$ cat config.mk
export PLATFORM = sky130hd
export DESIGN_NAME = mem_stage
export DESIGN_NICKNAME = d
export VERILOG_FILES = /design/src/rtl/mem_stage.sv
export SDC_FILE = /design/constraint.sdc
export NUM_CORES = 1
export LEC_CHECK = 0
export CAP_MARGIN = 40
export CORE_MARGIN = 2
export CORE_UTILIZATION = 45
export DETAILED_ROUTE_END_ITERATION = 10
export GPL_TIMING_DRIVEN = 0
export HOLD_SLACK_MARGIN = 0.12
export PLACE_DENSITY = 0.86
export RECOVER_POWER = 100
export SKIP_LAST_GASP = 1
export SYNTH_ARGS = -nofsm -noshare
export SYNTH_HDL_FRONTEND = slang
export SYNTH_SLANG_ARGS = --single-unit
$ cat constraint.sdc
create_clock -name clk -period 2.53 [get_ports clk]
set_input_delay 0.253 -clock clk [delete_from_list [all_inputs] [get_ports clk]]
set_output_delay 0.253 -clock clk [all_outputs]
set_load 0.01 [all_outputs]
$ cat src/rtl/mem_stage.sv
// Memory stage of the pipelined ARM core: EX/MEM and MEM/WB registers plus a
// req/ack data-memory port with wait states, upstream stall and access timeout.
module mem_stage #(
   parameter int TIMEOUT = 255
) (
   input  logic        clk,
   input  logic        reset,
   input  logic        flush,
   input  logic        RegWriteE,
   input  logic        MemtoRegE,
   input  logic        MemWriteE,
   input  logic [3:0]  RdE,
   input  logic [31:0] ALUResultE,
   input  logic [31:0] WriteDataE,
   input  logic [31:0] mem_rdata,
   input  logic        mem_ack,
   output logic        mem_req,
   output logic        mem_we,
   output logic [31:0] mem_addr,
   output logic [31:0] mem_wdata,
   output logic        StallM,
   output logic [31:0] ALUResultM,
   output logic [3:0]  RdM,
   output logic        RegWriteM,
   output logic        RegWriteW,
   output logic        MemtoRegW,
   output logic [3:0]  RdW,
   output logic [31:0] ALUOutW,
   output logic [31:0] ReadDataW,
   output logic        mem_err
);

   localparam logic [7:0] CNT_LAST = 8'(TIMEOUT - 1);

   typedef enum logic [0:0] {IDLE = 1'b0, BUSY = 1'b1} state_t;

   state_t      state_r;
   state_t      state_nxt_s;
   logic [7:0]  cnt_r;
   logic [7:0]  cnt_nxt_s;
   logic        memtoreg_m_r;
   logic        memwrite_m_r;
   logic [31:0] writedata_m_r;
   logic        busy_s;
   logic        timeout_s;
   logic        ack_s;
   logic        stall_s;
   logic        memop_e_s;

   // A flushed slot never starts a memory access.
   assign memop_e_s = ~flush & (MemtoRegE | MemWriteE);

   // Access FSM state and wait counter.
   always_ff @(posedge clk or negedge reset) begin
      if (!reset) begin
         state_r <= IDLE;
         cnt_r   <= 8'd0;
      end else begin
         state_r <= state_nxt_s;
         cnt_r   <= cnt_nxt_s;
      end
   end

   // Next state: every EX/MEM load restarts the FSM from the incoming op.
   always_comb begin
      state_nxt_s = state_r;
      cnt_nxt_s   = cnt_r;
      case (state_r)
         IDLE: begin
            cnt_nxt_s   = 8'd0;
            state_nxt_s = memop_e_s ? BUSY : IDLE;
         end
         BUSY: begin
            if (stall_s) begin
               cnt_nxt_s   = cnt_r + 8'd1;
               state_nxt_s = BUSY;
            end else begin
               cnt_nxt_s   = 8'd0;
               state_nxt_s = memop_e_s ? BUSY : IDLE;
            end
         end
         default: begin
            cnt_nxt_s   = 8'd0;
            state_nxt_s = IDLE;
         end
      endcase
   end

   // FSM outputs; ack beats timeout when both land in the same cycle.
   always_comb begin
      busy_s    = (state_r == BUSY);
      timeout_s = busy_s & (cnt_r == CNT_LAST);
      ack_s     = busy_s & mem_ack;
      stall_s   = busy_s & ~mem_ack & ~timeout_s;
      mem_req   = busy_s;
      mem_we    = busy_s & memwrite_m_r;
   end

   assign StallM    = stall_s;
   assign mem_addr  = {ALUResultM[31:2], 2'b00};
   assign mem_wdata = writedata_m_r;

   // EX/MEM pipeline register, frozen while the access is outstanding.
   always_ff @(posedge clk or negedge reset) begin
      if (!reset) begin
         RegWriteM     <= 1'b0;
         memtoreg_m_r  <= 1'b0;
         memwrite_m_r  <= 1'b0;
         RdM           <= 4'd0;
         ALUResultM    <= 32'd0;
         writedata_m_r <= 32'd0;
      end else if (!stall_s) begin
         if (flush) begin
            RegWriteM     <= 1'b0;
            memtoreg_m_r  <= 1'b0;
            memwrite_m_r  <= 1'b0;
            RdM           <= 4'd0;
            ALUResultM    <= 32'd0;
            writedata_m_r <= 32'd0;
         end else begin
            RegWriteM     <= RegWriteE;
            memtoreg_m_r  <= MemtoRegE;
            memwrite_m_r  <= MemWriteE;
            RdM           <= RdE;
            ALUResultM    <= ALUResultE;
            writedata_m_r <= WriteDataE;
         end
      end
   end

   // MEM/WB pipeline register and sticky timeout flag.
   always_ff @(posedge clk or negedge reset) begin
      if (!reset) begin
         RegWriteW <= 1'b0;
         MemtoRegW <= 1'b0;
         RdW       <= 4'd0;
         ALUOutW   <= 32'd0;
         ReadDataW <= 32'd0;
         mem_err   <= 1'b0;
      end else if (stall_s) begin
         RegWriteW <= 1'b0;
         MemtoRegW <= 1'b0;
         RdW       <= 4'd0;
         ALUOutW   <= 32'd0;
         ReadDataW <= 32'd0;
      end else if (ack_s) begin
         RegWriteW <= RegWriteM;
         MemtoRegW <= memtoreg_m_r;
         RdW       <= RdM;
         ALUOutW   <= ALUResultM;
         ReadDataW <= mem_rdata;
      end else if (timeout_s) begin
         // Abandoned access retires without touching the register file.
         RegWriteW <= 1'b0;
         MemtoRegW <= 1'b0;
         RdW       <= RdM;
         ALUOutW   <= ALUResultM;
         ReadDataW <= 32'd0;
         mem_err   <= 1'b1;
      end else begin
         RegWriteW <= RegWriteM;
         MemtoRegW <= memtoreg_m_r;
         RdW       <= RdM;
         ALUOutW   <= ALUResultM;
         ReadDataW <= 32'd0;
      end
   end

endmodule
==> flow_metrics.py <==
metrics = {
    "run_status": {
        "status": "finished with violations",
        "violations": "capacitance limit, slew limit",
    },
    "cells_and_area": {
        "final_cell_mix": "dlygate4sd3_1, dfrtp_1, clkdlybuf4s50_1",
        "areaGrowthSynthToFinish_pct": 59.6,
        "n_fill_cell": 870,
        "final_common_cell": "dlygate4sd3_1",
        "design_area_sq_um": 9750,
        "nets": 870,
        "drive_gt1_frac": 0.152,
    },
    "critical_path": {
        "cp_max_fo": 10,
        "start_kind": "flop",
        "arrival_ns": 2.10,
        "worstPathCellList": "clkbuf_1 -> and2_1 -> dlygate4sd3_1",
        "crit_slowest_cell": "dlygate4sd3_1",
        "path_delay_family": "buffers and inverters",
        "r2r_setup_slack_ns": 0.31,
        "path_buf_inv": 2,
        "end_kind": "output pin",
        "worstPathRequired_ns": 2.28,
        "slowest_delay_ns": 0.65,
        "crit_type": "flop to output pin",
    },
    "cts": {
        "cts_buffer_depth": 2,
        "clock_latency_ns": 0.42,
        "htreeDepth": 4,
        "cts_root_buf": "clkbuf_16",
        "cts_tree": "built",
        "cts_sinks": 151,
        "numCtsBuffers": 17,
        "path_clk_slew_ns": 0.06,
    },
    "timing": {
        "final.setup_skew_ns": 0.00649,
        "tightest_slew_ns": 1.51,
        "slew_violations": 58,
        "post-route-period-util": 0.928,
        "fmax_mhz": 426,
        "finalSetupViolCount": 0,
        "min_period_ns": 2.35,
        "rsz0062_at_grt": "false",
        "tns_ns": 0,
        "hold_viol_final": 0,
        "maxSlewHeadroom": -0.00403,
        "fin_ws_ns": 0.181,
        "fin_hold_ws_ns": 0.435,
    },
    "yosys": {
        "seq_area_frac_synth": 0.618,
        "yosysWarningCount": 0,
        "synthAdderAreaFrac": 0.00410,
        "synthSimpleGateAreaFrac": 0.163,
        "synth-edff-count": 0,
        "synth_compound_area_frac": 0.0147,
        "synthArstFlopShare": 1.00,
        "synth_flop_cell": "dfrtp_1",
        "ys_types": 33,
        "synth_xor_area_frac": 0.00287,
        "syn_area_sq_um": 6110,
        "muxShareOfSynthArea": 0.131,
        "synth-seq-cells": 151,
        "synth_top_family_by_area": "simple AND/OR/NAND/NOR gates",
        "syn_inst": 461,
        "avgSynthCellArea_sq_um": 13.3,
    },
    "place": {
        "placed_cell_area_sq_um": 9150,
        "place_ws_ns": -0.0280,
        "portBuffers": 278,
        "dpl.hpwl_mm": 12.3,
        "gp_congestion": 0.802,
    },
    "floorplanning": {
        "rows": 42,
        "die_height_microns": 121,
        "pin_count": 282,
        "dieArea_sq_um": 14500,
        "initial_core_util": 0.461,
        "die_w_microns": 121,
        "design.core.area_sq_um": 13200,
    },
    "grt": {
        "grt_remaining_overflow": 0,
        "grt_max_degree": 94,
        "gr-usage-all-layers": 0.232,
        "grt_pass1_vias": 4825,
        "grt_first_pass_wirelength_mm": 25.5,
        "grt_antenna_before_repair": 1,
    },
    "detailed_routing": {
        "wirelength_mm": 16.5,
        "wl_per_cell_microns": 17.3,
        "dr_wl_met2_mm": 8.48,
        "wl_met3_microns": 991,
        "met1_length_mm": 6.20,
        "top_layer_used": "met4",
        "first_pass_iters": 4,
        "route.antenna.remaining_nets": 0,
        "drtIter0Drc": 269,
        "avgViaCountPerCell": 4.79,
        "drc_errors": 0,
        "vias": 4563,
    },
    "power": {
        "cellPowerDensity_nw_per_um2": 666,
        "peakVddDrop_mv": 0.438,
        "leakage_nw": 4.79,
        "finalPower_mw": 6.50,
    },
    "job": {
        "cap_violations": 1,
    },
    "worst_hold_path": {
        "min_path_type": "input port to flop",
    },
}
flip-flops by register name, summed over array words and instances, names as in the netlist, 4 cells and up:
signal	count
ReadDataW	32
RdM	4
cnt_r	8
RdW	4
mem_wdata	32
ALUOutW	32
ALUResultM	32
cell families (layout without fill, tap and decap cells):
logic type	count (synthesis)	after routing
compound gates	13	13
xor+xnor	2	2
fa+ha+maj	2	2
buf+inv	62	374
flops	151	151
mux	71	71
other cells	1	4
simple gates	159	159
report_power, final:
group / internal, mW / total, mW / leakage [nW] / switching [mW]
sequential: 2.59 / 2.69 / 1.98 / 0.0988
clock: 1.74 / 2.71 / 0.305 / 0.974
combinational: 0.644 / 1.09 / 2.51 / 0.445
total: 4.98 / 6.50 / 4.79 / 1.52
cells in the mapped netlist (2+ instances only):
| cell type | n | area share |
|---|---|---|
| buf_6 | 4 | 0.0074 |
| dfrtp_1 | 151 | 0.62 |
| mux2_1 | 28 | 0.052 |
| nand3_1 | 3 | 0.0025 |
| and2_1 | 39 | 0.040 |
| nor2_1 | 6 | 0.0037 |
| clkbuf_1 | 14 | 0.0086 |
| a31oi_1 | 2 | 0.0020 |
| nor2b_1 | 71 | 0.073 |
| mux2_2 | 43 | 0.079 |
| and3_1 | 32 | 0.033 |
| clkbuf_2 | 3 | 0.0025 |
| buf_4 | 36 | 0.044 |
| a21oi_1 | 4 | 0.0033 |
| o31ai_1 | 2 | 0.0025 |
| ha_1 | 2 | 0.0041 |
| inv_1 | 4 | 0.0025 |
| o21ai_0 | 2 | 0.0016 |
metrics by stage:
step,cells,util
2_1_floorplan,462,-
3_3_place_gp,916,0.688
3_5_place_dp,917,0.691
4_1_cts,950,0.741
5_1_grt,951,0.736
6_report,952,0.736
worst register-to-register path, delay by kind of cell, from the launching register on:
| kind | cells | cell delay, ns |
|---|---|---|
| muxes | 1 | 0.38 |
| buffers and inverters | 3 | 0.65 |
| AOI/OAI and AO/OA | 1 | 0.23 |
| and+or+nand+nor | 1 | 0.19 |
| DFF | 1 | 0.43 |
| adders and majority gates | 1 | 0.22 |
worst paths after layout:
| check | start | endpoint | cells past startpoint |
|---|---|---|---|
| hold / removal | mem_rdata[22] | ReadDataW[22] | 2 |
| hold reg to reg | mem_err | mem_err | 2 |
| min in group asynchronous | reset | mem_wdata[5] | 2 |
| setup reg to reg | cnt_r[0] | ALUResultM[0] | 7 |
| setup / recovery | mem_req | mem_we | 3 |
| max in group asynchronous | reset | ReadDataW[1] | 3 |
routing by layer:
metal  GRT usage  up-vias
li1            -     2082
met1       0.253     2220
met2       0.404      203
met3      0.0594       58
met4       0.139        0
met5           0        -
area by class of cell:
cell class / instances / area, sq um / share of cell area
Timing Repair Buffer: 281 / 2810 / 0.288
Buffer: 57 / 368 / 0.0377
Multi-Input combinational cell: 249 / 1920 / 0.197
Tap cell: 176 / 220 / 0.0226
Clock buffer: 18 / 429 / 0.0440
Clock inverter: 14 / 206 / 0.0212
Inverter: 4 / 15.0 / 0.00154
Antenna cell: 2 / 5.00 / 0.000513
Sequential cell: 151 / 3780 / 0.387
repair_timing:
item,4_1_cts,5_1_grt
endpoints found under the hold margin,58,0
pin swaps,1,0
hold buffers,1,0
buffers inserted,1,0
resized for setup,3,2
endpoints found under the setup margin,1,1
Power figures use the tool's default switching activity.
